--- src/rtl/fwd_hazard_unit_if.sv ---
// rtl/fwd_hazard_unit_if.sv - decode-side bundle between the pipeline and the forwarding/hazard unit
interface fwd_hazard_unit_if #(
    parameter int REG_AW = 5,
    parameter int CNT_W  = 16
);
    logic              id_valid_i;
    logic [REG_AW-1:0] id_rs1_i;
    logic [REG_AW-1:0] id_rs2_i;
    logic              id_rs1_use_i;
    logic              id_rs2_use_i;
    logic [REG_AW-1:0] id_rd_i;
    logic              id_regwr_i;
    logic              id_memrd_i;
    logic              flush_i;
    logic              freeze_i;
    logic              cnt_clr_i;
    logic [1:0]        fwd_a_o;
    logic [1:0]        fwd_b_o;
    logic              stall_o;
    logic [CNT_W-1:0]  stall_cnt_o;

    modport master (
        output id_valid_i, id_rs1_i, id_rs2_i, id_rs1_use_i, id_rs2_use_i,
               id_rd_i, id_regwr_i, id_memrd_i, flush_i, freeze_i, cnt_clr_i,
        input  fwd_a_o, fwd_b_o, stall_o, stall_cnt_o
    );

    modport slave (
        input  id_valid_i, id_rs1_i, id_rs2_i, id_rs1_use_i, id_rs2_use_i,
               id_rd_i, id_regwr_i, id_memrd_i, flush_i, freeze_i, cnt_clr_i,
        output fwd_a_o, fwd_b_o, stall_o, stall_cnt_o
    );
endinterface

--- src/rtl/fwd_hazard_unit.sv ---
// rtl/fwd_hazard_unit.sv - operand forwarding select and load-use stall generation
module fwd_hazard_unit #(
    parameter int REG_AW = 5,
    parameter int CNT_W  = 16
) (
    input  logic          clk_i,
    input  logic          rst_i,
    fwd_hazard_unit_if.slave bus
);
    typedef struct packed {
        logic              v;
        logic [REG_AW-1:0] rd;
        logic              regwr;
        logic              memrd;
    } slot_t;

    slot_t            s1, s2, s3;
    logic [CNT_W-1:0] cnt;
    logic             a1, a2, a3, b1, b2, b3;
    logic             stall;

    function automatic logic hit(slot_t s, logic [REG_AW-1:0] r, logic use_bit);
        return s.v & s.regwr & (s.rd == r) & (r != '0) & use_bit;
    endfunction

    always_comb begin
        a1 = hit(s1, bus.id_rs1_i, bus.id_rs1_use_i);
        a2 = hit(s2, bus.id_rs1_i, bus.id_rs1_use_i);
        a3 = hit(s3, bus.id_rs1_i, bus.id_rs1_use_i);
        b1 = hit(s1, bus.id_rs2_i, bus.id_rs2_use_i);
        b2 = hit(s2, bus.id_rs2_i, bus.id_rs2_use_i);
        b3 = hit(s3, bus.id_rs2_i, bus.id_rs2_use_i);
        // Load data only becomes forwardable from MEM/WB, so loads in S1/S2 must stall.
        stall = bus.id_valid_i & ((s1.memrd & (a1 | b1)) | (s2.memrd & (a2 | b2)));
    end

    assign bus.fwd_a_o     = a1 ? 2'b01 : a2 ? 2'b10 : a3 ? 2'b11 : 2'b00;
    assign bus.fwd_b_o     = b1 ? 2'b01 : b2 ? 2'b10 : b3 ? 2'b11 : 2'b00;
    assign bus.stall_o     = stall;
    assign bus.stall_cnt_o = cnt;

    always_ff @(posedge clk_i or negedge rst_i) begin
        if (!rst_i) begin
            s1  <= '0;
            s2  <= '0;
            s3  <= '0;
            cnt <= '0;
        end else if (!bus.freeze_i) begin
            s3 <= s2;
            s2 <= s1;
            if (bus.flush_i | stall | ~bus.id_valid_i)
                s1 <= '0;
            else
                s1 <= '{v: 1'b1, rd: bus.id_rd_i, regwr: bus.id_regwr_i, memrd: bus.id_memrd_i};
            if (bus.cnt_clr_i)
                cnt <= '0;
            else if (stall && !(&cnt))
                cnt <= cnt + 1'b1;
        end
    end
endmodule
--- src/flat_wrapper.sv ---
// flat-port wrapper written by rule: the top's interface ports become plain ports
module fwd_hazard_unit_flat 
#(
    parameter int REG_AW = 5,
    parameter int CNT_W  = 16
)
  (clk_i, rst_i, bus_id_valid_i, bus_id_rs1_i, bus_id_rs2_i, bus_id_rs1_use_i, bus_id_rs2_use_i, bus_id_rd_i, bus_id_regwr_i, bus_id_memrd_i, bus_flush_i, bus_freeze_i, bus_cnt_clr_i, bus_fwd_a_o, bus_fwd_b_o, bus_stall_o, bus_stall_cnt_o);
  fwd_hazard_unit_if #(.REG_AW(REG_AW), .CNT_W(CNT_W)) bus_i ();
  input  logic clk_i;
  input  logic rst_i;
  input wire logic [$bits(bus_i.id_valid_i)-1:0] bus_id_valid_i;
  input wire logic [$bits(bus_i.id_rs1_i)-1:0] bus_id_rs1_i;
  input wire logic [$bits(bus_i.id_rs2_i)-1:0] bus_id_rs2_i;
  input wire logic [$bits(bus_i.id_rs1_use_i)-1:0] bus_id_rs1_use_i;
  input wire logic [$bits(bus_i.id_rs2_use_i)-1:0] bus_id_rs2_use_i;
  input wire logic [$bits(bus_i.id_rd_i)-1:0] bus_id_rd_i;
  input wire logic [$bits(bus_i.id_regwr_i)-1:0] bus_id_regwr_i;
  input wire logic [$bits(bus_i.id_memrd_i)-1:0] bus_id_memrd_i;
  input wire logic [$bits(bus_i.flush_i)-1:0] bus_flush_i;
  input wire logic [$bits(bus_i.freeze_i)-1:0] bus_freeze_i;
  input wire logic [$bits(bus_i.cnt_clr_i)-1:0] bus_cnt_clr_i;
  output wire logic [$bits(bus_i.fwd_a_o)-1:0] bus_fwd_a_o;
  output wire logic [$bits(bus_i.fwd_b_o)-1:0] bus_fwd_b_o;
  output wire logic [$bits(bus_i.stall_o)-1:0] bus_stall_o;
  output wire logic [$bits(bus_i.stall_cnt_o)-1:0] bus_stall_cnt_o;
  assign bus_i.id_valid_i = bus_id_valid_i;
  assign bus_i.id_rs1_i = bus_id_rs1_i;
  assign bus_i.id_rs2_i = bus_id_rs2_i;
  assign bus_i.id_rs1_use_i = bus_id_rs1_use_i;
  assign bus_i.id_rs2_use_i = bus_id_rs2_use_i;
  assign bus_i.id_rd_i = bus_id_rd_i;
  assign bus_i.id_regwr_i = bus_id_regwr_i;
  assign bus_i.id_memrd_i = bus_id_memrd_i;
  assign bus_i.flush_i = bus_flush_i;
  assign bus_i.freeze_i = bus_freeze_i;
  assign bus_i.cnt_clr_i = bus_cnt_clr_i;
  assign bus_fwd_a_o = bus_i.fwd_a_o;
  assign bus_fwd_b_o = bus_i.fwd_b_o;
  assign bus_stall_o = bus_i.stall_o;
  assign bus_stall_cnt_o = bus_i.stall_cnt_o;
  fwd_hazard_unit #(.REG_AW(REG_AW), .CNT_W(CNT_W)) u_core (.clk_i(clk_i), .rst_i(rst_i), .bus(bus_i));
endmodule
--- config.mk ---
export PLATFORM = sky130hd
export DESIGN_NAME = fwd_hazard_unit_flat
export DESIGN_NICKNAME = d
export VERILOG_FILES = /design/src/rtl/fwd_hazard_unit_if.sv /design/src/rtl/fwd_hazard_unit.sv /design/src/flat_wrapper.sv
export SDC_FILE = /design/constraint.sdc
export NUM_CORES = 1
export LEC_CHECK = 0
export ABC_CLOCK_PERIOD_IN_PS = 5600
export BUFFER_PORTS_ARGS = -buffer_cell sky130_fd_sc_hd__buf_2
export CORE_MARGIN = 2
export CORE_UTILIZATION = 60
export DETAILED_ROUTE_END_ITERATION = 10
export GPL_ROUTABILITY_DRIVEN = 0
export PLACE_DENSITY = 0.85
export RECOVER_POWER = 25
export SYNTH_ARGS = -nofsm -noshare
export SYNTH_HDL_FRONTEND = slang
export SYNTH_SLANG_ARGS = --single-unit
--- constraint.sdc ---
create_clock -name clk_i -period 5.6 [get_ports clk_i]
set_input_delay 1.12 -clock clk_i [delete_from_list [all_inputs] [get_ports clk_i]]
set_output_delay 1.12 -clock clk_i [all_outputs]
set_load 0.02 [all_outputs]
==> results of run 1 <==
[metal layers]
| metal | part of all wire | track usage | routed length (um) | vias up |
|---|---|---|---|---|
| met1 | 0.45 | 0.342 | 2330 | 1009 |
| li1 | - | - | - | 985 |
| met5 | 0 | 0 | 0 | - |
| met2 | 0.48 | 0.419 | 2500 | 68 |
| met3 | 0.051 | 0.0583 | 263 | 10 |
| met4 | 0.017 | 0.0740 | 88 | 0 |
[through the flow]
| step | area (um2) | power [mW] | setup slack, ns |
|---|---|---|---|
| after floorplan | 2420 | 0.389 | 1.93 |
| after global placement | 2670 | 0.425 | 1.66 |
| after detailed placement | 2670 | 0.428 | 1.63 |
| after CTS | 2770 | 0.636 | 1.62 |
| after global routing | 2760 | 0.664 | 1.54 |
| final | 2760 | 0.629 | 1.62 |
[synth_stat cells (3+ instances only)]
| library cell | instances | area, um2 |
|---|---|---|
| mux2_2 | 15 | 169 |
| and3_1 | 7 | 43.8 |
| a311o_1 | 3 | 30.0 |
| nor2_1 | 10 | 37.5 |
| xnor2_1 | 28 | 245 |
| nand2_1 | 19 | 71.3 |
| nand3_1 | 11 | 55.1 |
| o311ai_0 | 5 | 43.8 |
| clkbuf_1 | 4 | 15.0 |
| dfrtp_1 | 39 | 976 |
| nand2b_1 | 5 | 31.3 |
| o21ai_0 | 9 | 45.0 |
| or4_1 | 4 | 30.0 |
| nor3_1 | 5 | 25.0 |
| or3_1 | 3 | 18.8 |
| nand4_1 | 8 | 50.1 |
| a22o_1 | 7 | 61.3 |
| inv_1 | 10 | 37.5 |
| buf_1 | 4 | 15.0 |
| a21oi_1 | 5 | 25.0 |
[flip-flops by register name, indices dropped and copies added (netlist names)]
signal,cells
u_core.bus.stall_cnt_o,16
u_core.s1,8
u_core.s2,8
u_core.s3,7
[cells by family (layout without fill, tap and decap cells)]
logic type                 Yosys count  count (layout)
AOI/OAI and AO/OA                   52              52
adders and majority gates            1               1
buffers and inverters               20              63
and+or+nand+nor                     88              88
xor gates and xnor gates            30              30
muxes                               16              16
DFF                                 39              39
[worst reg2reg max path: cells and delay by family (launching register included)]
kind            cells  cell delay, ns
flops               1            0.44
xor+xnor            1            0.20
compound gates      3            0.87
simple gates        3            0.76
[cells in the final DEF (no fill, tap or decap), types with 5 or more instances in the layout]
| master | n |
|---|---|
| buf_2 | 44 |
| dfrtp_1 | 39 |
| xnor2_1 | 28 |
| nand2_1 | 19 |
| mux2_2 | 15 |
| nand3_1 | 11 |
| inv_1 | 10 |
| nor2_1 | 10 |
| o21ai_0 | 9 |
| nand4_1 | 8 |
| a22o_1 | 7 |
| and3_1 | 7 |
| clkbuf_8 | 7 |
| nor3_1 | 5 |
| a21oi_1 | 5 |
| nand2b_1 | 5 |
| o311ai_0 | 5 |
[cell type report]
type / count / share of cell area
multi-input combinational: 187 / 0.493
sequential: 39 / 0.353
timing repair buffer: 45 / 0.0810
clock buffer: 8 / 0.0362
tap: 50 / 0.0226
inverter: 10 / 0.0136
[final timing paths]
path	cells after the start	startpoint	endpoint	slack (ns)
worst max-delay path	7	bus_id_rs1_i[0]	bus_stall_o	1.62
worst min-delay path	1	u_core.s3[7]$_DFFE_PN0N_	u_core.s3[7]$_DFFE_PN0N_	0.51
worst max register to register	7	u_core.s1[5]$_DFFE_PN0N_	u_core.bus.stall_cnt_o[1]$_DFFE_PN0P_	3.21
worst min register to register	1	u_core.s3[7]$_DFFE_PN0N_	u_core.s3[7]$_DFFE_PN0N_	0.51
max in group asynchronous	1	rst_i	u_core.s3[6]$_DFFE_PN0N_	3.02
min in group asynchronous	1	rst_i	u_core.s3[3]$_DFFE_PN0N_	1.41
[power by group]
group | switching [mW] | internal [mW]
Combinational | 0.0505 | 0.0477
Sequential | 0.0235 | 0.301
Clock | 0.0942 | 0.112
Total | 0.168 | 0.461
==> key figures, run 1 <==
Detailed routing
  – Residual DRC count: 0
  – First-pass DRT Iterations: 4
  – Post-route ant nets: 0
  – Via count: 2,072
  – DRT iter0 DRCs: roughly 170
  – Drt wl/cell: 15.3 um
  – DR vias/cell: 6.11
  – WL final: 5.17 mm

Floorplanning
  – Initial Utilization: 0.615
  – Die height: 67.6 um
  – Die width: between 60 and 70 um
  – Die ar.: between 4000 and 5000 um2
  – FP Rows: 23
  – I/O Pins: 46
  – Placeable Area: 3940 um2

Placed design
  – Port buffer count: 45
  – DP HPWL: 3.69 mm
  – DP Cell Count: 331

Timing
  – Slew @ Worst Pin: 2.05 ns
  – Setup TNS: 0 ns
  – Rel. slew slack: -0.365
  – Count of pins over their slew limit: 40
  – Period utilization: 0.711
  – Final Hold Slack: 0.510 ns
  – Minimum clock period: about 4 ns
  – Number of setup violations in the final report: 0
  – Final Hold Fails: 0
  – RSZ-0062 raised after global routing: false
  – Final setup skew: roughly 0.0072 ns
  – Max Fclk: 0.251 GHz

Synth
  – Compound-gate portion of the synthesized area: 0.170
  – Mean Syn Cell Area: 9.85 um2
  – Seq cells post-synth: 39
  – Largest family of logic cells by synthesized area: simple AND/OR/NAND/NOR gates
  – Cells after synthesis: roughly 250
  – Mux cell area share after synthesis: 0.0738
  – Ys Warns: 0
  – Syn nets: 272
  – Async SR Flop Fraction: 1.00
  – Seq/Total Area, Yosys: 0.403
  – Cell variety after synth: 53
  – Synth Area in XOR/XNOR: 0.108
  – EDFF count, synth: 0
  – Top_reg_cell synth: dfrtp_1
  – Post-synthesis simple-gate area fraction: 0.205
  – Post-Syn Area: roughly 2400 um2
  – Post-Synth Adder-Cell Area: 0.00516

Worst setup path
  – Critical path's top delay family: simple AND/OR/NAND/NOR gates
  – Arrival time worst endpoint: between 2 and 3 ns
  – Crit path required time: 4.48 ns
  – Critical Path End Type: primary output
  – CP most frequent cell: buf_2
  – Worst path bufs/invs: 2
  – Startpoint type of the worst setup path: input port
  – CP cell instances: buf_2 -> or4_1 -> o21ai_2 -> nor3_2 -> o211a_1 -> or2_2 -> buf_2
  – Crit Path Max Fanout: 7
  – Slowest stage cell on the critical path: or4_1
  – Slowest Stage Delay on Critical Path: 0.54 ns
  – CP Class: in -> out

Clock network
  – Post_cts resized: 0
  – Total clock sinks: 39
  – H-tree depth: 2
  – Clock transition at path regs: around 0.07 ns
  – Worst skew pair latency: 0.29 ns
  – Cts bufs inserted: 5
  – CTS tree: built
  – Root Driver: clkbuf_8
  – Longest Clk Path Bufs: 2
  – Hold buffers post-CTS: 0
  – Buffer count from post-CTS setup fixing: 0

Pwr
  – PwrDens: 228 nW/um2
  – Maximum vdd drop: 151 uV
  – Lkg Pwr: 1.25 nW

Layout
  – Layout cells sized above 1: 0.273
  – Area of the multi-input gates: 1360 um2
  – Ant diodes: 0
  – FF/Latch Area: between 900 and 1000 um2
  – Final design utilization: 0.701
  – Nets: between 300 and 400
  – Area grow syn2layout: 14.0%
  – Fill cells: 304
  – Count of non-filler cells in the finished layout: about 340

Global route
  – Grt ovf: 0
  – Largest net degree at the start of global routing: 45
  – Total GRT Usage: 0.257
  – Initial antenna violation count: 0
  – First-pass GRT wire length: 8.83 mm
  – Vias in the first global route: 1,917

Hold path
  – Hold WC Path Type: reg -> reg

Flow run
  – Max-cap violations: 1

Status
  – Status: finished, violations left
  – Violated checks: max-capacitance violations, max-slew violations
No activity file was read; power rests on OpenSTA's default activity.
==> run 2, diff against run 1 <==
ABC_CLOCK_PERIOD_IN_PS = 3450   (was 5600)
CORE_UTILIZATION = 50   (was 60)
PLACE_DENSITY = 0.76   (was 0.85)
clock period = 3.45 ns   (was 5.6 ns; I/O delays follow)
==> key figures, run 2 (synthesized netlist as in run 1, its figures left out) <==
Layout
  – Area of the multi-input gates: 1360 um2
  – Commonest non-fill, non-tap cell in the layout: buf_2
  – Nets: 314
  – Max FFs per register: 16
  – Layout cells sized above 1: 0.277
  – Most frequent cells in the layout: buf_2, dfrtp_1, xnor2_1, nand2_1, mux2_2
  – Fill cells: about 430
  – Post-route cell area: 2790 um2
  – Ant diodes: 0
  – FF/Latch Area: about 1000 um2
  – Area grow syn2layout: 15.0%

Detailed routing
  – Post-route ant nets: 0
  – DR vias/cell: slightly below 6
  – Residual DRC count: 0
  – WL final: 5.33 mm
  – First-pass DRT Iterations: 4
  – Drt wl/cell: 15.5 um
  – DRT iter0 DRCs: 80
  – Via count: 2,026

Floorplanning
  – Die width: 73.6 um
  – Die ar.: about 5400 um2
  – I/O Pins: 46
  – Placeable Area: 4690 um2
  – Die height: 73.6 um
  – FP Rows: 25
  – Initial Utilization: 0.517

Status
  – Violated checks: max-capacitance violations, max-slew violations
  – Status: finished, violations left

Worst setup path
  – CP Class: in -> out
  – Crit path required time: 2.76 ns
  – Arrival time worst endpoint: 2.40 ns
  – Crit Path Max Fanout: 7
  – Startpoint type of the worst setup path: input port
  – Critical Path End Type: primary output

Pwr
  – PwrDens: 389 nW/um2
  – Clock share of power: 0.366
  – Lkg Pwr: 1.26 nW
  – Comb pwr share: 0.149
  – Int Pwr: 0.799 mW
  – Sequential Power Share: 0.485
  – Sw Share: 0.262
  – Psw: 0.284 mW
  – Maximum vdd drop: 269 uV
  – Power Total: between 1 and 1.5 mW

Global route
  – Initial antenna violation count: 0
  – First-pass GRT wire length: ~9 mm
  – Largest net degree at the start of global routing: 45
  – Vias in the first global route: 2,005
  – Total GRT Usage: 0.218
  – Grt ovf: 0

Timing
  – Final setup skew: 0.00852 ns
  – RSZ-0062 raised after global routing: false
  – Minimum clock period: 3.09 ns
  – Period utilization: 0.897
  – Rel. slew slack: -0.366
  – Final Hold Fails: 0
  – Count of pins over their slew limit: 40
  – Max Fclk: roughly 0.32 GHz
  – Setup TNS: 0 ns
  – Slew @ Worst Pin: 2.05 ns
  – Final Hold Slack: 0.509 ns
  – Number of setup violations in the final report: 0
  – Worst Slack Setup Final: approximately 0.36 ns

Clock network
  – Total clock sinks: 39
  – Hold buffers post-CTS: 0
  – Worst skew pair latency: 0.29 ns
  – Buffer count from post-CTS setup fixing: 0
  – H-tree depth: 2
  – Root Driver: clkbuf_8
  – Longest Clk Path Bufs: 2
  – CTS tree: built
  – Post_cts resized: 0
  – Cts bufs inserted: 5
  – Clock transition at path regs: 0.08 ns

Flow run
  – Max-cap violations: 1

Hold path
  – Hold WC Path Type: reg -> reg

Placed design
  – Port buffer count: 45
  – DP HPWL: 3.85 mm
  – Placed Area: 2670 um2
  – DP Worst Slack: 0.363 ns
## run 2: cell types whose count changed in the layout (fill, tap and decap cells not counted), sizes merged
cell	previous run	this run
bufinv	0	1
clkinv	0	1
clkbuf	9	7
## run 2: cell type report
type                            instances  share of cell area
Sequential cell                        39               0.350
Tap cell                               54              0.0242
Multi-Input combinational cell        187               0.489
Inverter                               10              0.0135
Timing Repair Buffer                   45              0.0804
Clock inverter                          2              0.0126
Clock buffer                            6              0.0296
## run 2: critical path, cell delays in order
cell and delay (ns):
buf_2 0.13, or4_1 0.55, o21ai_2 0.17, nor3_1 0.11, o211a_1 0.23, or2_2 0.34
buf_2 0.18
## run 2: power groups by stage
stage	sequential, mW	combinational [mW]	clock [mW]
after floorplan	0.537	0.0942	0
after global placement	0.534	0.158	0
after detailed placement	0.534	0.163	0
after CTS	0.525	0.164	0.405
after global routing	0.532	0.179	0.429
final	0.526	0.161	0.396
## run 2: per-layer routing
layer / GRT usage / vias to the layer above / wire [um]
met4: 0.0747 / 0 / 65
met2: 0.352 / 51 / 2530
li1: - / 994 / -
met5: 0 / - / 0
met3: 0.0453 / 5 / 238
met1: 0.292 / 976 / 2500
## run 2: through the flow
step | util | std cells
finish | 0.594 | 343
global route | 0.594 | 343
CTS | 0.594 | 343
detailed placement | 0.569 | 335
global placement | 0.569 | 335
floorplan | - | 246
## run 2: final timing paths
check                                                       from                                     end  slack (ns)  cells past startpoint
max                                              bus_id_rs2_i[1]                             bus_stall_o        0.36                      7
min                                     u_core.s3[1]$_DFFE_PN0N_                u_core.s3[1]$_DFFE_PN0N_        0.51                      1
max reg2reg                u_core.bus.stall_cnt_o[0]$_DFFE_PN0P_  u_core.bus.stall_cnt_o[12]$_DFFE_PN0P_        1.02                      6
min reg2reg                             u_core.s3[1]$_DFFE_PN0N_                u_core.s3[1]$_DFFE_PN0N_        0.51                      1
max in group asynchronous                                  rst_i                u_core.s1[0]$_DFFE_PN0N_        1.30                      1
min in group asynchronous                                  rst_i                u_core.s3[4]$_DFFE_PN0N_        0.97                      1
